File: src/rtl/pipe_adder_seg.sv
// Segmented pipelined adder: a WIDTH-bit add split into STAGES ripple segments, one segment per stage.
// Latency: STAGES register stages; a pair accepted at edge N is on the outputs after edge N+STAGES-1.
// Backpressure: stall freezes every stage and drops in_ready; flush (over stall) clears all in-flight work.
//
// Ports:
//   clk, rst          rising-edge clock, asynchronous active-high reset
//   in_valid/in_ready operand handshake; in_ready = !stall
//   a, b, cin         operands and carry into bit 0
//   sub               (only with PIPE_ADDER_SUB_EN) subtract: b' = ~b, carry-in forced to 1
//   stall, flush      freeze whole pipeline / synchronous clear of all stages
//   out_valid         sum/cout/ovf hold a completed result
//   sum, cout, ovf    a+b'+cin mod 2^WIDTH, carry out of MSB, signed overflow
//
// Optional feature macro: PIPE_ADDER_SUB_EN (adds the sub port). Default build is add-only.
// WIDTH must be an exact multiple of STAGES (1..8).

module pipe_adder_seg #(
    parameter int WIDTH  = 32,
    parameter int STAGES = 4
) (
    input  logic             clk,
    input  logic             rst,
    input  logic             in_valid,
    output logic             in_ready,
    input  logic [WIDTH-1:0] a,
    input  logic [WIDTH-1:0] b,
    input  logic             cin,
`ifdef PIPE_ADDER_SUB_EN
    input  logic             sub,
`endif
    input  logic             stall,
    input  logic             flush,
    output logic             out_valid,
    output logic [WIDTH-1:0] sum,
    output logic             cout,
    output logic             ovf
);

    localparam int SEG = WIDTH / STAGES;

    // One pipeline stage. Operands travel with the transaction so that
    // stage k never looks at the live a/b ports; only the bits above
    // k*SEG are still consumed downstream, the rest just ride along.
    typedef struct packed {
        logic             vld;
        logic             cry;
        logic [WIDTH-1:0] psum;
        logic [WIDTH-1:0] opa;
        logic [WIDTH-1:0] opb;
    } stage_t;

    stage_t           stg_q [STAGES];
    stage_t           stg_d [STAGES];
    stage_t           src0;
    logic [WIDTH-1:0] b_eff;
    logic             cin_eff;
    logic             ovf_q;
    logic             ovf_d;

    // Add segment idx of the operands carried in src, using src.cry as the
    // incoming carry; the segment's top bit becomes the outgoing carry.
    function automatic stage_t seg_step(input stage_t src, input int idx);
        stage_t     r;
        logic [SEG:0] seg;
        r   = src;
        seg = {1'b0, src.opa[idx*SEG +: SEG]}
            + {1'b0, src.opb[idx*SEG +: SEG]}
            + {{SEG{1'b0}}, src.cry};
        r.psum[idx*SEG +: SEG] = seg[SEG-1:0];
        r.cry                  = seg[SEG];
        return r;
    endfunction

    always_comb begin
        b_eff   = b;
        cin_eff = cin;
`ifdef PIPE_ADDER_SUB_EN
        if (sub) begin
            b_eff   = ~b;
            cin_eff = 1'b1;
        end
`endif
        // Bubbles enter as all-zero data so idle outputs settle to zero.
        src0 = '0;
        if (in_valid) begin
            src0.vld = 1'b1;
            src0.cry = cin_eff;
            src0.opa = a;
            src0.opb = b_eff;
        end

        for (int s = 0; s < STAGES; s++) begin
            stg_d[s] = '0;
        end
        stg_d[0] = seg_step(src0, 0);
        for (int s = 1; s < STAGES; s++) begin
            stg_d[s] = seg_step(stg_q[s-1], s);
        end

        // Final stage: overflow from the carried operand MSBs and the new sum MSB.
        ovf_d = (stg_d[STAGES-1].opa[WIDTH-1] == stg_d[STAGES-1].opb[WIDTH-1])
             && (stg_d[STAGES-1].psum[WIDTH-1] != stg_d[STAGES-1].opa[WIDTH-1]);
    end

    always_ff @(posedge clk or posedge rst) begin
        if (rst) begin
            for (int s = 0; s < STAGES; s++) begin
                stg_q[s] <= '0;
            end
            ovf_q <= 1'b0;
        end else if (flush) begin
            // Flush wins over stall and drops whatever is on the inputs.
            for (int s = 0; s < STAGES; s++) begin
                stg_q[s] <= '0;
            end
            ovf_q <= 1'b0;
        end else if (!stall) begin
            for (int s = 0; s < STAGES; s++) begin
                stg_q[s] <= stg_d[s];
            end
            ovf_q <= ovf_d;
        end
    end

    assign in_ready  = !stall;
    assign out_valid = stg_q[STAGES-1].vld;
    assign sum       = stg_q[STAGES-1].psum;
    assign cout      = stg_q[STAGES-1].cry;
    assign ovf       = ovf_q;

endmodule

File: config.mk
export PLATFORM = sky130hd
export DESIGN_NAME = pipe_adder_seg
export DESIGN_NICKNAME = d
export VERILOG_FILES = /design/src/rtl/pipe_adder_seg.sv
export SDC_FILE = /design/constraint.sdc
export NUM_CORES = 1
export LEC_CHECK = 0
export ABC_AREA = 1
export ABC_CLOCK_PERIOD_IN_PS = 9200
export BUFFER_PORTS_ARGS = -buffer_cell sky130_fd_sc_hd__buf_2
export CAP_MARGIN = 20
export CORE_ASPECT_RATIO = 1.25
export CORE_MARGIN = 3
export CORE_UTILIZATION = 53
export CTS_CLUSTER_DIAMETER = 80
export DETAILED_ROUTE_END_ITERATION = 7
export GPL_TIMING_DRIVEN = 0
export PLACE_DENSITY = 0.73
export SKIP_LAST_GASP = 1
export SLEW_MARGIN = 20
export SYNTH_ARGS = -nofsm -noshare
export SYNTH_HDL_FRONTEND = slang
export SYNTH_SLANG_ARGS = --single-unit
File: constraint.sdc
create_clock -name clk -period 9.2 [get_ports clk]
set_clock_uncertainty 0.05 [all_clocks]
set_input_delay 1.84 -clock clk [delete_from_list [all_inputs] [get_ports clk]]
set_output_delay 1.84 -clock clk [all_outputs]
set_load 0.01 [all_outputs]
==> results.tsv, run 1 <==
stage	metric	value	unit
synth	Synth Warn #	0	
floorplan	Core ar.	15900	µm²
clock_tree	Worst-path clk slew	0.06	ns
synth	syn_nets	1108	
timing	Final Hold Viols	0	
synth	post-synthesis cell count	1002	
synth	most frequent cell after synthesis	nand2_1	
timing	final setup fails	0	
placed_design	dpl cell area	9580	µm²
placed_design	routability congestion estimate	0.859	
pwr	P_leak	5.45	nW
timing	Worst Max-Slew Pin Slew	0.704	ns
synth	ranking of synthesized cells by instance count	nand2_1, dfrtp_1, inv_1	
setup_path	Worst setup EP type	primary output	
setup_path	critical setup path kind	primary input to primary output	
synth	ranking of synthesized cells by area	dfrtp_1, nand2_1, inv_1, nand3_1, o21ai_0	
placed_design	HPWL after detailed placement	14800	µm
clock_tree	number of setup buffers added after CTS	0	
global_routing	M2 GR Usage	0.388	
timing	Max-slew headroom	0.530	
synth	area leader, netlist	dfrtp_1	
timing	Final period util	0.500	
global_routing	global-route wire length before repair	33600	µm
final_layout	Fillers	1363	
detailed_routing	DRC viols	0	
synth	ys flop type	dfrtp_1	
timing	TNS Setup	0	ns
timing	post-layout minimum cycle time	4.60	ns
final_layout	Final #Nets	1232	
clock_tree	CTS tree	built	
detailed_routing	Starting DRT DRC Count	451	
clock_tree	post-CTS sizing	0	
global_routing	initial antenna violation count	0	
clock_tree	# H-tree levels	4	
timing	RSZ-0062 raised after global routing	no	
final_layout	final instance area	10200	µm²
clock_tree	Clk Tree Root Cell	clkbuf_16	
global_routing	vias in the first global route	6726	
final_layout	ant diodes	0	
pwr	Pwr per Cell Area	170	nW/µm²
synth	area share of the largest cell type after synthesis	0.528	
floorplan	Ports	106	
global_routing	grt peak-use layer	met2	
clock_tree	total CTS buffers	17	
setup_path	crit path max fanout	10	
synth	flops & latches, synth	185	
floorplan	initial core utilization	0.551	
detailed_routing	via/cell ratio	5.21	
setup_path	Crit path required time	7.31	ns
synth	mapped cell area	8760	µm²
synth	Cell variety after synth	25	
synth	asr flop ratio synth	1.00	
clock_tree	TritonCTS Sinks	185	
final_layout	Layout Utilization	0.641	
pwr	worst vdd ir	0.000116	V
detailed_routing	Total Wirelength	20300	µm
detailed_routing	drt first pass iters	7	
synth	number of synthesized flops with an enable pin	0	
floorplan	Die W	121	µm
timing	fmax	0.218	GHz
placed_design	PortBufs	104	
clock_tree	Clock Path Buffers	2	
flow_run	Max-Cap Viols	0	
global_routing	total track usage	0.237	
global_routing	met1 Track Usage GR	0.320	
final_layout	fraction of layout cells with a size suffix above 1	0.162	
synth	sequential-to-total area share from yosys stat	0.528	
setup_path	r2r startpoint	stg_q[194]$_DFFE_PP0P_	
min_path	worst hold path type	flip-flop to flip-flop	
min_path	hold path startpoint	sum[10]$_DFFE_PP0P_	
detailed_routing	Vias	7038	
synth	syn_area_per_cell	8.74	µm²
setup_path	crit path from	stall	
global_routing	grt met3 use	0.0461	
floorplan	Chip Height	150	µm
detailed_routing	per-cell routed wire length	15.0	µm
setup_path	kind of start point of the critical path	primary input	
status	status	complete, no violations	
floorplan	num rows	51	
detailed_routing	Routed Antenna Nets	0	
final_layout	layout overhead on the synthesized area	16.2	%
clock_tree	hold_buf cts	0	
global_routing	largest net degree at the start of global routing	100	
clock_tree	clk_lat worst skew	0.43	ns
floorplan	area of the die	18100	µm²
timing	Slew Limit Fails	0	
global_routing	grt ovf	0	
setup_path	crit path DAT	2.71	ns
==> kinds of logic after synthesis <==
| kind of cell | count (synthesis) | synth area share |
|---|---|---|
| buf+inv | 224 | 0.113 |
| simple gates | 385 | 0.183 |
| fa+ha+maj | 36 | 0.0583 |
| compound gates | 168 | 0.113 |
| xor+xnor | 4 | 0.00400 |
| flops | 185 | 0.528 |
==> cells in the final DEF (no fill, tap or decap), types with 4 or more instances in the layout <==
cell       Yosys  layout
dfrtp_1      185     185
clkbuf_1      22      28
buf_4         33      33
nor2_1        18      18
inv_1        144     143
ha_1          28      28
a32o_1        16      16
nand4_1        9       9
a22o_1         6       6
o22ai_1       33      33
buf_1          9       9
xnor2_1        4       4
buf_2         12     116
nand2_1      265     265
o21ai_0       87      87
a21oi_1       13      13
o21ai_1       10      10
fa_1           8       8
clkbuf_16      0      17
nand3_1       89      89
==> power by group <==
group	switching, mW	internal [mW]	total [mW]
combinational	0.0958	0.0456	0.141
sequential	0.00907	0.834	0.843
clock	0.301	0.450	0.751
==> critical path: stages <==
cell and delay (ns):
buf_2 0.13, inv_2 0.16, clkbuf_1 0.35, buf_2 0.22
==> layout make-up <==
type                    count  area [µm²]  share of cell area
repair buffers            105         548              0.0538
flip-flops and latches    185        4630               0.455
well taps                 212         265              0.0260
multi-input cells         593        3150               0.309
plain buffers              77         435              0.0428
clock inverters             6         113              0.0111
clock buffers              26         489              0.0480
inverters                 147         559              0.0549
==> per-stage QoR <==
step,hold WS [ns],instances,power [mW],setup slack (ns)
floorplan,0.393,1002,0.945,2.28
global placement,0.407,1318,0.995,0.374
detailed placement,0.410,1319,1.00,4.61
CTS,0.426,1351,1.74,4.61
global route,0.439,1351,1.80,4.53
finish,0.422,1351,1.74,4.60
==> registers in the layout (all words and copies together), names as in the netlist <==
register,flops
ovf,1
out_valid,1
stg_d,147
stg_q,3
cout,1
sum,32
==> final timing paths <==
kind                                                to  slack (ns)  depth (start not counted)
worst max-delay path                          in_ready        4.60                          4
worst min register to register     sum[10]$_DFFE_PP0P_        0.42                          2
worst max register to register     sum[28]$_DFFE_PP0P_        7.11                          7
max in group asynchronous       stg_d[267]$_DFFE_PP0P_        6.79                          3
min in group asynchronous              ovf$_DFFE_PP0P_        1.44                          2
worst min-delay path               sum[10]$_DFFE_PP0P_        0.42                          2
==> per-layer routing <==
layer	vias up	wire, µm
met4	0	353
met2	178	9960
met3	32	971
li1	3457	-
met1	3371	8980
met5	-	0
No activity file was read; power rests on OpenSTA's default activity.
==> run 2, diff against run 1 <==
--- a/config.mk
+++ b/config.mk
@@ -6,7 +6,7 @@
 export NUM_CORES = 1
 export LEC_CHECK = 0
 export ABC_AREA = 1
-export ABC_CLOCK_PERIOD_IN_PS = 9200
+export ABC_CLOCK_PERIOD_IN_PS = 4150
 export BUFFER_PORTS_ARGS = -buffer_cell sky130_fd_sc_hd__buf_2
 export CAP_MARGIN = 20
 export CORE_ASPECT_RATIO = 1.25
@@ -15,7 +15,7 @@
 export CTS_CLUSTER_DIAMETER = 80
 export DETAILED_ROUTE_END_ITERATION = 7
 export GPL_TIMING_DRIVEN = 0
-export PLACE_DENSITY = 0.73
+export PLACE_DENSITY = 0.76
 export SKIP_LAST_GASP = 1
 export SLEW_MARGIN = 20
 export SYNTH_ARGS = -nofsm -noshare
==> constraint.sdc (replaced) <==
create_clock -name clk -period 4.15 [get_ports clk]
set_clock_uncertainty 0.05 [all_clocks]
set_input_delay 0.83 -clock clk [delete_from_list [all_inputs] [get_ports clk]]
set_output_delay 0.83 -clock clk [all_outputs]
set_load 0.01 [all_outputs]
==> run 2 against run 1 <==
Via count up 0.75%. Critical path depth rose by 8. Register-to-register slack got worse by 5.1 ns. Largest power group unchanged. Critical path type is now primary input to flip-flop. Largest cell class unchanged. Die area is the same. Setup slack worse by 3.2 ns. Global-route usage rose by 0.48 points. Highest routed layer unchanged. Critical endpoint is now stg_q[390]$_DFFE_PP0P_.
==> results.tsv, run 2 (synthesis gave the netlist of run 1 again) <==
stage	metric	value	unit	change
status	status	complete, no violations		
floorplan	Core ar.	15900	µm²	unchanged
setup_path	crit path max fanout	10		unchanged
pwr	worst vdd ir	0.000250	V	+120%
setup_path	kind of start point of the critical path	primary input		
clock_tree	CTS tree	built		
timing	Final Hold Viols	0		unchanged
global_routing	grt ovf	0		unchanged
clock_tree	Clk Tree Root Cell	clkbuf_16		
detailed_routing	metal3 WL	928	µm	-4.4%
detailed_routing	Vias	7091		+0.75%
timing	Max-slew headroom	0.460		-0.0704
final_layout	fraction of layout cells with a size suffix above 1	0.166		+0.00381
detailed_routing	wl on met1	8940	µm	-0.47%
placed_design	HPWL after detailed placement	15100	µm	+2.5%
global_routing	global-route wire length before repair	34100	µm	+1.6%
timing	worst-case hold slack	0.418	ns	-0.00330 ns
floorplan	Chip Height	150	µm	unchanged
pwr	P_leak	5.46	nW	+0.22%
placed_design	pre-CTS setup slack	0.990	ns	-3.62 ns
detailed_routing	Total Wirelength	20600	µm	+1.7%
detailed_routing	drt first pass iters	8		+1
final_layout	layout overhead on the synthesized area	16.7	%	
setup_path	r2r startpoint	stg_q[194]$_DFFE_PP0P_		
min_path	worst hold path type	primary input to asynchronous set/reset pin		
clock_tree	# H-tree levels	4		unchanged
global_routing	total track usage	0.242		+0.00482
clock_tree	clk_lat worst skew	0.43	ns	about the same
detailed_routing	Starting DRT DRC Count	558		+24%
timing	post-layout minimum cycle time	2.72	ns	
detailed_routing	per-cell routed wire length	15.2	µm	+1.4%
floorplan	Die W	121	µm	unchanged
floorplan	initial core utilization	0.551		unchanged
final_layout	Final #Nets	1236		+0.32%
detailed_routing	Highest Signal Layer	met4		
pwr	Pwr per Cell Area	370	nW/µm²	+120%
setup_path	R2R Path End	sum[28]$_DFFE_PP0P_		
global_routing	vias in the first global route	6864		+2.1%
final_layout	commonest non-fill, non-tap cells in the layout	nand2_1, dfrtp_1, inv_1, buf_2, nand3_1		
detailed_routing	Met2 Wirelength	10300	µm	+3.1%
final_layout	ant diodes	0		unchanged
final_layout	Layout Utilization	0.644		+0.00260
clock_tree	Worst-path clk slew	0.07	ns	about the same
timing	Worst Max-Slew Pin Slew	0.810	ns	+0.106 ns
detailed_routing	Routed Antenna Nets	0		unchanged
timing	Final period util	0.655		
final_layout	commonest non-fill, non-tap cell in the layout	nand2_1		
placed_design	dpl cell area	9650	µm²	+0.72%
timing	worst setup margin	1.43	ns	-3.17 ns
clock_tree	post-CTS sizing	0		unchanged
clock_tree	Clock Path Buffers	2		unchanged
clock_tree	number of setup buffers added after CTS	0		unchanged
floorplan	area of the die	18100	µm²	unchanged
placed_design	routability congestion estimate	0.866		+0.81%
clock_tree	total CTS buffers	17		unchanged
detailed_routing	via/cell ratio	5.23		+0.46%
floorplan	Ports	106		unchanged
flow_run	Max-Cap Viols	0		unchanged
final_layout	final instance area	10200	µm²	+0.41%
setup_path	worst reg2reg path depth	7		unchanged
setup_path	Crit path required time	4.42	ns	-2.89 ns
floorplan	num rows	51		unchanged
final_layout	max reg flops	147		unchanged
placed_design	PortBufs	104		unchanged
clock_tree	TritonCTS Sinks	185		unchanged
final_layout	Fillers	1335		-2.1%
setup_path	Worst setup EP type	flip-flop		
global_routing	largest net degree at the start of global routing	36		-64%
timing	RSZ-0062 raised after global routing	no		
setup_path	critical setup path kind	primary input to flip-flop		
setup_path	crit path DAT	2.99	ns	+0.28 ns
timing	final setup fails	0		unchanged
global_routing	initial antenna violation count	0		unchanged
timing	TNS Setup	0	ns	unchanged
clock_tree	hold_buf cts	0		unchanged
setup_path	R2R Setup Slk	2.05	ns	-5.06 ns
detailed_routing	DRC viols	0		unchanged
timing	fmax	0.368	GHz	
timing	Slew Limit Fails	0		unchanged
run 2: worst max-delay path by stage:
stage / startpoint / end / depth (start not counted)
CTS: in_valid / stg_q[390]$_DFFE_PP0P_ / 12
global placement: rst / stg_d[240]$_DFFE_PP0P_ / 2
detailed placement: in_valid / stg_q[390]$_DFFE_PP0P_ / 12
global route: in_valid / stg_q[390]$_DFFE_PP0P_ / 12
floorplan: rst / cout$_DFFE_PP0P_ / 1
finish: in_valid / stg_q[390]$_DFFE_PP0P_ / 12
run 2: per-stage QoR:
step                      power [mW]  std cells
after floorplan                 2.09       1002
final                           3.78       1355
after detailed placement        2.22       1323
after global placement          2.21       1318
after CTS                       3.80       1355
after global routing            3.91       1355
run 2: metal layers:
metal,global-route usage,vias up
li1,-,3459
met1,0.318,3393
met2,0.407,203
met3,0.0416,36
met4,0.0850,0
met5,0,-
run 2: power breakdown:
| part | switching [mW] | internal [mW] | total [mW] |
|---|---|---|---|
| Clock | 0.682 | 0.909 | 1.59 |
| Combinational | 0.215 | 0.108 | 0.323 |
| Sequential | 0.0207 | 1.85 | 1.87 |
run 2: worst max-delay path, stage by stage:
cell and delay, ns:
clkbuf_1 0.26, clkbuf_1 0.34, nand2_1 0.13, inv_1 0.06, fa_1 0.45, fa_1 0.44, nand2_1 0.09, nand3_1 0.13
nand2_1 0.09, nand2_1 0.06, nand2_1 0.06, nand2_1 0.05
run 2: layout make-up:
class,instances,area [µm²],share of cell area
plain buffers,77,435,0.0426
clock buffers,23,458,0.0448
clock inverters,9,116,0.0114
inverters,147,556,0.0543
multi-input cells,593,3150,0.308
flip-flops and latches,185,4630,0.453
well taps,212,265,0.0259
repair buffers,109,621,0.0607
